File: config.mk
export PLATFORM = sky130hd
export DESIGN_NAME = instruction_control_unit
export DESIGN_NICKNAME = d
export VERILOG_FILES = /design/src/rtl/instruction_control_unit.sv
export SDC_FILE = /design/constraint.sdc
export NUM_CORES = 1
export LEC_CHECK = 0
export ABC_AREA = 1
export ABC_CLOCK_PERIOD_IN_PS = 4700
export CORE_ASPECT_RATIO = 0.5
export CORE_UTILIZATION = 46
export CTS_CLUSTER_DIAMETER = 60
export DETAILED_ROUTE_END_ITERATION = 6
export PLACE_DENSITY = 0.92
export REMOVE_ABC_BUFFERS = 1
export SLEW_MARGIN = 20
export SYNTH_ARGS = -nofsm -noshare
export SYNTH_HDL_FRONTEND = slang
export SYNTH_SLANG_ARGS = --single-unit
File: constraint.sdc
create_clock -name clk_en -period 4.7 [get_ports clk_en]
set_input_delay 1.41 -clock clk_en [delete_from_list [all_inputs] [get_ports clk_en]]
set_output_delay 1.41 -clock clk_en [all_outputs]
set_load 0.02 [all_outputs]
File: src/rtl/instruction_control_unit.sv
// ---------------------------------------------------------------------------
// instruction_control_unit
//
// Purpose: sits directly after the video-processor instruction decoder. It
// takes one decoded instruction at a time and sequences its write into one
// target: the sprite register bank, sprite memory, background memory or
// co-processor instruction memory. Register-bank writes wait for a
// screen-safe window, and the wait is bounded.
//
// Ports:
//   clk_en               clock, rising edge
//   reset                asynchronous, active-low
//   opcode               decoded opcode (0..3 valid, 4'hF = none)
//   register_in/data_in  register index/data (op 0), cop instruction (op 3)
//   sprite_address       sprite memory address (op 1)
//   background_address   background memory address (op 2)
//   memory_data          colour word (ops 1, 2)
//   cop_address          co-processor memory address (op 3)
//   screen_safe          high while the register bank may be updated
//   new_instruction      high in IDLE: the decoder may present the next op
//   reg_* / spr_* / bg_* / cop_*  write ports, addr/data zero when idle
//   instr_count          completed instructions (wraps)
//   safe_timeout         sticky flag: a register write was forced
// ---------------------------------------------------------------------------
module instruction_control_unit #(
    parameter int MEM_WR_CYCLES = 2,
    parameter int SAFE_TIMEOUT  = 1023
) (
    input  logic        clk_en,
    input  logic        reset,
    input  logic [3:0]  opcode,
    input  logic [4:0]  register_in,
    input  logic [31:0] data_in,
    input  logic [13:0] sprite_address,
    input  logic [12:0] background_address,
    input  logic [8:0]  memory_data,
    input  logic [3:0]  cop_address,
    input  logic        screen_safe,
    output logic        new_instruction,
    output logic        reg_wr,
    output logic [4:0]  reg_addr,
    output logic [31:0] reg_data,
    output logic        spr_wr,
    output logic [13:0] spr_addr,
    output logic [8:0]  spr_data,
    output logic        bg_wr,
    output logic [12:0] bg_addr,
    output logic [8:0]  bg_data,
    output logic        cop_wr,
    output logic [3:0]  cop_addr,
    output logic [31:0] cop_data,
    output logic [15:0] instr_count,
    output logic        safe_timeout
);

    localparam logic [1:0] IDLE      = 2'd0;
    localparam logic [1:0] WAIT_SAFE = 2'd1;
    localparam logic [1:0] WRITE     = 2'd2;
    localparam logic [1:0] DONE      = 2'd3;

    localparam int WAIT_W  = $clog2(SAFE_TIMEOUT + 1);
    localparam int WRITE_W = $clog2(MEM_WR_CYCLES + 1);

    logic [1:0]         state;
    logic [1:0]         next_state;
    logic [1:0]         op_q;
    logic [4:0]         reg_q;
    logic [31:0]        data_q;
    logic [13:0]        spr_q;
    logic [12:0]        bg_q;
    logic [8:0]         mem_q;
    logic [3:0]         cop_q;
    logic [WAIT_W-1:0]  wait_count;
    logic [WRITE_W-1:0] write_count;
    logic               op_valid;
    logic               wait_done;
    logic               mem_op;
    logic               write_done;

    assign op_valid   = (opcode <= 4'd3);
    // The counter holds k-1 during the k-th WAIT_SAFE cycle, so a forced
    // write leaves after exactly SAFE_TIMEOUT cycles.
    assign wait_done  = (wait_count == WAIT_W'(SAFE_TIMEOUT - 1));
    assign mem_op     = (op_q == 2'd1) || (op_q == 2'd2);
    assign write_done = (write_count == WRITE_W'(MEM_WR_CYCLES - 1));

    // Next-state decode; opcodes other than 0..3 leave the unit idle.
    always_comb begin
        next_state = state;
        case (state)
            IDLE: begin
                if (op_valid)
                    next_state = (opcode == 4'd0) ? WAIT_SAFE : WRITE;
            end
            WAIT_SAFE: begin
                if (screen_safe || wait_done)
                    next_state = WRITE;
            end
            WRITE: begin
                // Memory writes hold their enable for several cycles; the
                // register bank and co-processor take a single cycle.
                if (!mem_op || write_done)
                    next_state = DONE;
            end
            default: next_state = IDLE;
        endcase
    end

    // State register; an asynchronous reset aborts any write in progress.
    always_ff @(posedge clk_en or negedge reset) begin
        if (!reset)
            state <= IDLE;
        else
            state <= next_state;
    end

    // Snapshot of the instruction, so bus changes while busy are ignored.
    always_ff @(posedge clk_en or negedge reset) begin
        if (!reset) begin
            op_q   <= 2'd0;
            reg_q  <= 5'd0;
            data_q <= 32'd0;
            spr_q  <= 14'd0;
            bg_q   <= 13'd0;
            mem_q  <= 9'd0;
            cop_q  <= 4'd0;
        end else if (state == IDLE && op_valid) begin
            op_q   <= opcode[1:0];
            reg_q  <= register_in;
            data_q <= data_in;
            spr_q  <= sprite_address;
            bg_q   <= background_address;
            mem_q  <= memory_data;
            cop_q  <= cop_address;
        end
    end

    // Per-state cycle counters, cleared whenever their state is left so
    // that each visit starts from zero.
    always_ff @(posedge clk_en or negedge reset) begin
        if (!reset) begin
            wait_count  <= '0;
            write_count <= '0;
        end else begin
            if (state == WAIT_SAFE && next_state == WAIT_SAFE)
                wait_count <= wait_count + 1'b1;
            else
                wait_count <= '0;
            if (state == WRITE && next_state == WRITE)
                write_count <= write_count + 1'b1;
            else
                write_count <= '0;
        end
    end

    // Completion counter and sticky timeout flag. A screen-safe window that
    // arrives on the timeout cycle itself counts as a normal write.
    always_ff @(posedge clk_en or negedge reset) begin
        if (!reset) begin
            instr_count  <= 16'd0;
            safe_timeout <= 1'b0;
        end else begin
            if (state == DONE)
                instr_count <= instr_count + 16'd1;
            if (state == WAIT_SAFE && wait_done && !screen_safe)
                safe_timeout <= 1'b1;
        end
    end

    // Write ports decode straight from state, so reset drops them at once.
    always_comb begin
        new_instruction = (state == IDLE);
        reg_wr   = (state == WRITE) && (op_q == 2'd0);
        spr_wr   = (state == WRITE) && (op_q == 2'd1);
        bg_wr    = (state == WRITE) && (op_q == 2'd2);
        cop_wr   = (state == WRITE) && (op_q == 2'd3);
        reg_addr = reg_wr ? reg_q  : 5'd0;
        reg_data = reg_wr ? data_q : 32'd0;
        spr_addr = spr_wr ? spr_q  : 14'd0;
        spr_data = spr_wr ? mem_q  : 9'd0;
        bg_addr  = bg_wr  ? bg_q   : 13'd0;
        bg_data  = bg_wr  ? mem_q  : 9'd0;
        cop_addr = cop_wr ? cop_q  : 4'd0;
        cop_data = cop_wr ? data_q : 32'd0;
    end

endmodule
## After elaboration in Yosys (flattened, before gate mapping)

Index checks and enable logic that the tools add are counted.

- Flip-flop bits (word level): 110
- Logic and storage cells: 58

- Add/sub/neg operators: 3
- Magnitude comparators: 1
- Equality and inequality tests: 10
- Multiplexer cells: 15
- Reductions and logical operators: 17

Operator list:

| operator | count |
|---|---|
| $mux 32 | 2 |
| $mux 9 | 2 |
| $add 16x1->16 const B | 1 |
| $mux 14 | 1 |
| $mux 13 | 1 |
| $add 10x1->10 const B | 1 |
| $eq 10x10->1 const B | 1 |
| $eq 2x2->1 const B | 5 |
| $mux 10 | 1 |
| $mux 2 | 5 |
| $logic_and 1x1->1 | 9 |
| $eq 2x1->1 const B | 4 |
| $pmux 2 s3 | 1 |
| $mux 5 | 1 |
| $le 4x2->1 const B | 1 |
| $logic_not 2->1 | 2 |
| $logic_not 4->1 | 1 |
| $mux 4 | 1 |
| $logic_or 1x1->1 | 3 |
| $add 2x1->2 const B | 1 |
| $logic_not 1->1 | 2 |

## Depth between registers and ports, before layout

Gate-level depths: netlist of the first run.

- Word-level depth: 9
- Mapped depth: 8
- Gate-level depth less buffers: 8

## Worst setup path before layout of the first run

No wires, ideal clock.

- Path kind: register to output
- Start point: reg state[1]
- End point: out reg_data[22]
- Arrival: 1310 ps
- Data required time: 3290 ps
- Path slack: 1980 ps
- Cell stages (with the launch flop): 7
- Buffers on the path: 2
- Path through: dfrtp_1 -> inv_1 -> nor2_4 -> nand2_1 -> buf_2 -> buf_6 -> nor2_1

- Longest elaborated chain between the ends: 3

Ends and longest elaborated chain:

| what | line | source |
|---|---|---|
| from (decl) | 64 | `logic [1:0] state;` |
| from (signal assigned) | 114 | `state <= next_state;` |
| $eq 2x2->1 | 173 | `reg_wr = (state == WRITE) && (op_q == 2'd0);` |
| $logic_and 1x1->1 | 173 |  |
| $mux 32 | 178 | `reg_data = reg_wr ? data_q : 32'd0;` |
| to (decl) | 42 | `output logic [31:0] reg_data,` |

Every way passes these cells.

## Worst setup path in the final report of the first run

- Start point: reg state[1]
- End point: out spr_addr[4]

- Longest elaborated chain between the ends: 3

Ends and longest elaborated chain:

| what | line | source |
|---|---|---|
| $eq 2x2->1 | 174 | `spr_wr = (state == WRITE) && (op_q == 2'd1);` |
| $logic_and 1x1->1 | 174 |  |
| $mux 14 | 179 | `spr_addr = spr_wr ? spr_q : 14'd0;` |
| to (decl) | 44 | `output logic [13:0] spr_addr,` |

Every way passes these cells.

==> summary.md, run 1 <==
| Metric | Value |
|---|---|
| Hold path endpoint | write_count[0] |
| Cell variety after synth | 29 |
| Clock Power Share | 20.1% |
| Worst path max stage delay | 0.66 ns |
| Yosys warnings | 0 |
| Leak | 3.57 nW |
| Post-synthesis sequential area ratio | 51.5% |
| CP Cell Sequence | inv_1 > nor2_4 > nand2_1 > nor2_1 > clkdlybuf4s50_1 |
| Period utilisation layout | 83.1% |
| Setup TNS | 0 ns |
| DRC Markers | 0 |
| DRT iter0 DRCs | 326 |
| Critical Path RT | 3.29 ns |
| Routed wire length | 14.4 mm |
| Routability cong. | 0.845 |
| DIE AREA | 12100 um2 |
| DP HPWL | 10.7 mm |
| Post-layout util | 71.0% |
| Final-report hold violation count | 0 |
| Largest net degree at the start of global routing | 84 |
| Worst Tran Pin Value | 0.854 ns |
| CP arrival | 2.49 ns |
| First-pass GRT wire length | 23.9 mm |
| DP Cell Count | 1031 |
| Finished Layout Cells | 1047 |
| CTS-repair resized insts | 0 |
| Clock sink total | 110 |
| CTS buffer count | 9 |
| Hold depth | 1 |
| Vias | 5020 |
| Antenna violations before repair | 0 |
| Worst Path Buf+Inv | 2 |
| Die Wd | 154 um |
| Worst hold path class | reg2reg |
| Ports | 224 |
| Max Fclk | 256 MHz |
| Mapped Area | 5340 um2 |
| Slowest cell on the critical path | clkdlybuf4s50_1 |
| Setup Buffers After CTS | 0 |
| WS Path Type | reg2out |
| Final min period | 3.90 ns |
| RSZ-0062 raised after global routing | false |
| Port buffer count | 223 |
| Reg clk slew, reported paths | 0.07 ns |
| Min-delay src | write_count[0] |
| H-tree depth | 3 |
| Post-synthesis register bit count | 110 |
| Clk_lat worst skew | 0.34 ns |
| R2r setup slk | 2.78 ns |
| RR Startpoint | state[0] |
| R2R cell count | 6 |
| Max Cap Viol | 0 |
| Worst Hold Slack | 0.438 ns |
| Net Sw Frac | 38.2% |
| Avg Vias per Cell | 4.79 |
| Initial Utilization | 47.9% |
| Final setup fails | 0 |
| Pre-antenna DRT Iters | 5 |
| Post-Syn Instances | 686 |
| DR WL/cell | 13.8 um |
| Routed Antenna Nets | 0 |
| Combinational power share | 41.6% |
| Int Pwr | 0.00234 W |
| # nets final | 989 |
| Die Span Y | 78.2 um |
| Congestion Overflow GR | 0 |
| Pins Over Slew Limit | 0 |
| VDD IR max | 0.241 mV |
| Most frequent cells in the layout | 222 x clkdlybuf4s50_1, 149 x nor2_1, 146 x nand2_1, 112 x inv_1, 110 x dfrtp_1 |
| Layout cells sized above 1 | 3.88% |
| Core area | 11100 um2 |
| CTS tree | built |
| CP top delay family | simple AND/OR/NAND/NOR gates |
| Crit end category | primary output |
| R2r endpoint | mem_q[2] |
| Run status | finished clean |
| Antenna diodes | 0 |
| Most common cell after layout, fill and taps aside | clkdlybuf4s50_1 |
| Layout area overhead | 48.1% |
| Rows | 27 |
| Sw power | 0.00144 W |
| Clock Path Buffers | 2 |
| Hold-fix buffers, CTS | 0 |
| GRT Overall Usage | 24.7% |
| CP Launch Type | register |
| Vias in the first global route | 5095 |
| Slew Limit Headroom | 43.0% |
| Reg power frac | 38.2% |
| Root buf cell | clkbuf_16 |
| Avg Inst Size Synth | 7.79 um2 |
| Crit Path Max Fanout | 24 |
| Power Dens Cells | 477 nW/um2 |
| Clock skew | 0.00732 ns |
## how the worst max path moves through the flow
stage                     slack [ns]      start  depth (start not counted)          end
final                           0.80   state[1]                          5  spr_addr[4]
after global routing            0.57   state[1]                          5  bg_addr[12]
after CTS                       0.77   state[1]                          5   bg_data[6]
after detailed placement        1.14   state[1]                          5   bg_data[6]
after global placement          1.25   state[1]                          5  spr_addr[1]
after floorplan                 1.66  opcode[3]                          4      bg_q[0]
## synth_stat cells, drive strengths merged
master	count	share of area, %
a21oi	1	0.094
a31o	1	0.16
buf	24	3.2
clkbuf	5	0.37
clkinv	1	0.094
dfrtp	110	52
ha	8	1.9
inv	113	7.9
nand2	149	11
nand3	11	1.0
nand3b	2	0.52
nand4	4	0.47
nor2	154	11
nor3	4	0.37
nor3b	1	0.14
o21ai	84	7.9
or2	1	0.12
xnor2	4	0.66
xor2	9	1.5
## routing by layer
layer	routed length (um)	up-vias	GRT usage (%)
li1	-	2469	-
met1	5900	2373	28.5
met2	7650	146	46.4
met3	500	32	4.25
met4	399	0	9.31
met5	0	-	0
## final cells by class
type                       count  area [um2]
clock buffer                  11         243
fill                         849        3240
timing repair buffer         229        2280
inverter                     114         432
tap                          145         181
multi-input combinational    433        1970
sequential                   110        2750
clock inverter                 5        56.3
## flip-flops by register name (all words and copies together) (netlist names), 2 cells and up
signal,flops
data_q,32
write_count,2
mem_q,9
reg_q,5
op_q,2
instr_count,16
state,2
spr_q,14
bg_q,13
wait_count,10
cop_q,4
## logic make-up after synthesis
family	Yosys count	share of synthesized area [%]
buffers and inverters	143	11.6
adder cells (fa/ha/maj)	8	1.87
AO/OA/AOI/OAI	86	8.13
flip-flops	110	51.5
XOR/XNOR	13	2.13
AND/OR/NAND/NOR	326	24.7
## power by group through the flow
stage	logic, W	registers, W	clock network, W
after global placement	0.00150	0.00144	0
final	0.00157	0.00144	0.000761
after floorplan	0.000875	0.00145	0
after detailed placement	0.00156	0.00146	0
after global routing	0.00174	0.00149	0.000811
after CTS	0.00158	0.00145	0.000775
## stage by stage
step / area, um2 / setup WS (ns) / total power, W
after floorplan: 5150 / 1.66 / 0.00232
after global placement: 7610 / 1.25 / 0.00295
after detailed placement: 7610 / 1.14 / 0.00303
after CTS: 7910 / 0.765 / 0.00380
after global routing: 7910 / 0.573 / 0.00404
final: 7910 / 0.795 / 0.00378
Note: power is estimated with default switching activity, not from simulation.
==> inputs of run 2 (changes only) <==
--- a/config.mk
+++ b/config.mk
@@ -6,12 +6,12 @@
 export NUM_CORES = 1
 export LEC_CHECK = 0
 export ABC_AREA = 1
-export ABC_CLOCK_PERIOD_IN_PS = 4700
+export ABC_CLOCK_PERIOD_IN_PS = 4080
 export CORE_ASPECT_RATIO = 0.5
-export CORE_UTILIZATION = 46
+export CORE_UTILIZATION = 43
 export CTS_CLUSTER_DIAMETER = 60
 export DETAILED_ROUTE_END_ITERATION = 6
-export PLACE_DENSITY = 0.92
+export PLACE_DENSITY = 0.88
 export REMOVE_ABC_BUFFERS = 1
 export SLEW_MARGIN = 20
 export SYNTH_ARGS = -nofsm -noshare
==> constraint.sdc (replaced) <==
create_clock -name clk_en -period 4.08 [get_ports clk_en]
set_input_delay 1.224 -clock clk_en [delete_from_list [all_inputs] [get_ports clk_en]]
set_output_delay 1.224 -clock clk_en [all_outputs]
set_load 0.02 [all_outputs]
==> summary.md, run 2 (synthesized netlist as in run 1, its figures left out) <==
| Metric | Value |
|---|---|
| Hold path endpoint | write_count[0] |
| RR Startpoint | state[0] |
| CP arrival | 2.59 ns |
| Vias | 4947 |
| Crit Path Max Fanout | 23 |
| Crit end category | primary output |
| CTS buffer count | 9 |
| DR WL/cell | 13.2 um |
| Hold depth | 1 |
| Pre-antenna DRT Iters | 4 |
| Slowest cell on the critical path | clkdlybuf4s50_1 |
| DIE AREA | 12900 um2 |
| Post-layout util | 66.5% |
| Routability cong. | 0.823 |
| Worst path max stage delay | 0.65 ns |
| Setup Buffers After CTS | 0 |
| Antenna diodes | 0 |
| Hold-fix buffers, CTS | 0 |
| Max Fclk | 262 MHz |
| Port buffer count | 223 |
| Core area | 11900 um2 |
| CTS tree | built |
| Slew Limit Headroom | 42.4% |
| Pins Over Slew Limit | 0 |
| VDD IR max | 0.264 mV |
| DRC Markers | 0 |
| H-tree depth | 3 |
| Worst Tran Pin Value | 0.862 ns |
| Routed wire length | 14.0 mm |
| Run status | finished clean |
| R2r endpoint | data_q[4] |
| Clock skew | 0.00676 ns |
| Die Wd | 160 um |
| Ports | 224 |
| Pre-CTS setup slack | 0.667 ns |
| First-pass GRT wire length | 22.1 mm |
| Clk_lat worst skew | 0.33 ns |
| Congestion Overflow GR | 0 |
| Final setup fails | 0 |
| Reg with most FFs | data_q |
| Period utilisation layout | 93.5% |
| Post-DP Area | 7640 um2 |
| R2R cell count | 6 |
| GRT Overall Usage | 21.5% |
| Final-report hold violation count | 0 |
| Max Cap Viol | 0 |
| Critical Path RT | 2.86 ns |
| Slack of the critical path | 0.267 ns |
| WS Path Type | reg2out |
| Clock sink total | 110 |
| R2r setup slk | 2.21 ns |
| Root buf cell | clkbuf_16 |
| Fillers | 980 |
| Final min period | 3.81 ns |
| Setup TNS | 0 ns |
| RSZ-0062 raised after global routing | false |
| Vias in the first global route | 4640 |
| Most frequent cells in the layout | 222 x clkdlybuf4s50_1, 149 x nor2_1, 146 x nand2_1, 112 x inv_1, 110 x dfrtp_1 |
| Layout cells sized above 1 | 3.77% |
| Most common cell after layout, fill and taps aside | clkdlybuf4s50_1 |
| Final Instance Area | 7950 um2 |
| Worst hold path class | reg2reg |
| CP Launch Type | register |
| Regs by FF count | data_q x32, instr_count x16, spr_q x14 |
| Layout area overhead | 48.8% |
| Avg Vias per Cell | 4.64 |
| Reg clk slew, reported paths | 0.07 ns |
| CTS-repair resized insts | 0 |
| Antenna violations before repair | 0 |
| Tot Pwr | 0.00435 W |
| Initial Utilization | 44.7% |
| Rows | 28 |
| DRT iter0 DRCs | 357 |
| Min-delay src | write_count[0] |
| Die Span Y | 80.8 um |
| CP Cell Sequence | inv_1 > nor2_4 > nand2_1 > nor2_1 > clkdlybuf4s50_1 |
| Clock Path Buffers | 2 |
| Power Dens Cells | 548 nW/um2 |
| DP HPWL | 10.4 mm |
| Max reg flops | 32 |
| Leak | 3.57 nW |
| # nets final | 988 |
| Routed Antenna Nets | 0 |
| Largest net degree at the start of global routing | 70 |
==> run 2: cell types whose count changed in the layout (fill, tap and decap cells not counted) <==
cell,previous run,this run
clkinv_2,3,1
buf_4,6,5
clkinv_4,0,1
inv_8,0,1
buf_6,1,0
buf_12,0,1
==> run 2: where the power goes <==
group	switching [W]	leakage, nW	total [W]	internal, W
sequential	0.000159	1.39	0.00166	0.00150
combinational	0.00111	2.03	0.00180	0.000697
clock	0.000390	0.148	0.000891	0.000501
total	0.00165	3.57	0.00435	0.00270
==> run 2: area by class of cell <==
class	instances	area (um2)	area share [%]
clock buffer	11	243	3.05
clock inverter	5	66.3	0.835
inverter	114	432	5.43
multi-input combinational	433	1970	24.8
sequential	110	2750	34.6
tap	165	206	2.60
timing repair buffer	228	2280	28.7
==> run 2: stage by stage <==
stage / hold WS (ns) / instances
after floorplan: 0.410 / 657
after global placement: 0.420 / 1050
after detailed placement: 0.434 / 1050
after CTS: 0.444 / 1066
after global routing: 0.466 / 1066
final: 0.440 / 1066
==> run 2: critical path, delay by kind of cell (launching register included) <==
family        cells  cell delay, ns
buf+inv           2            0.78
flops             1            0.44
simple gates      3            1.04
==> run 2: routing by layer <==
metal	vias up	GRT usage, %	wire [um]
met5	-	0	0
met4	0	7.69	394
met3	34	3.98	452
met2	135	40.0	7360
met1	2305	25.4	5840
li1	2473	-	-
==> run 2: worst max path at each step <==
stage	cells past startpoint	slack (ns)	from	endpoint
after global placement	5	0.80	state[1]	spr_addr[1]
after floorplan	4	1.22	opcode[3]	bg_q[0]
final	5	0.27	state[1]	bg_addr[11]
after CTS	5	0.26	state[1]	bg_addr[11]
after detailed placement	5	0.67	state[1]	bg_addr[11]
after global routing	5	0.12	state[1]	bg_addr[11]
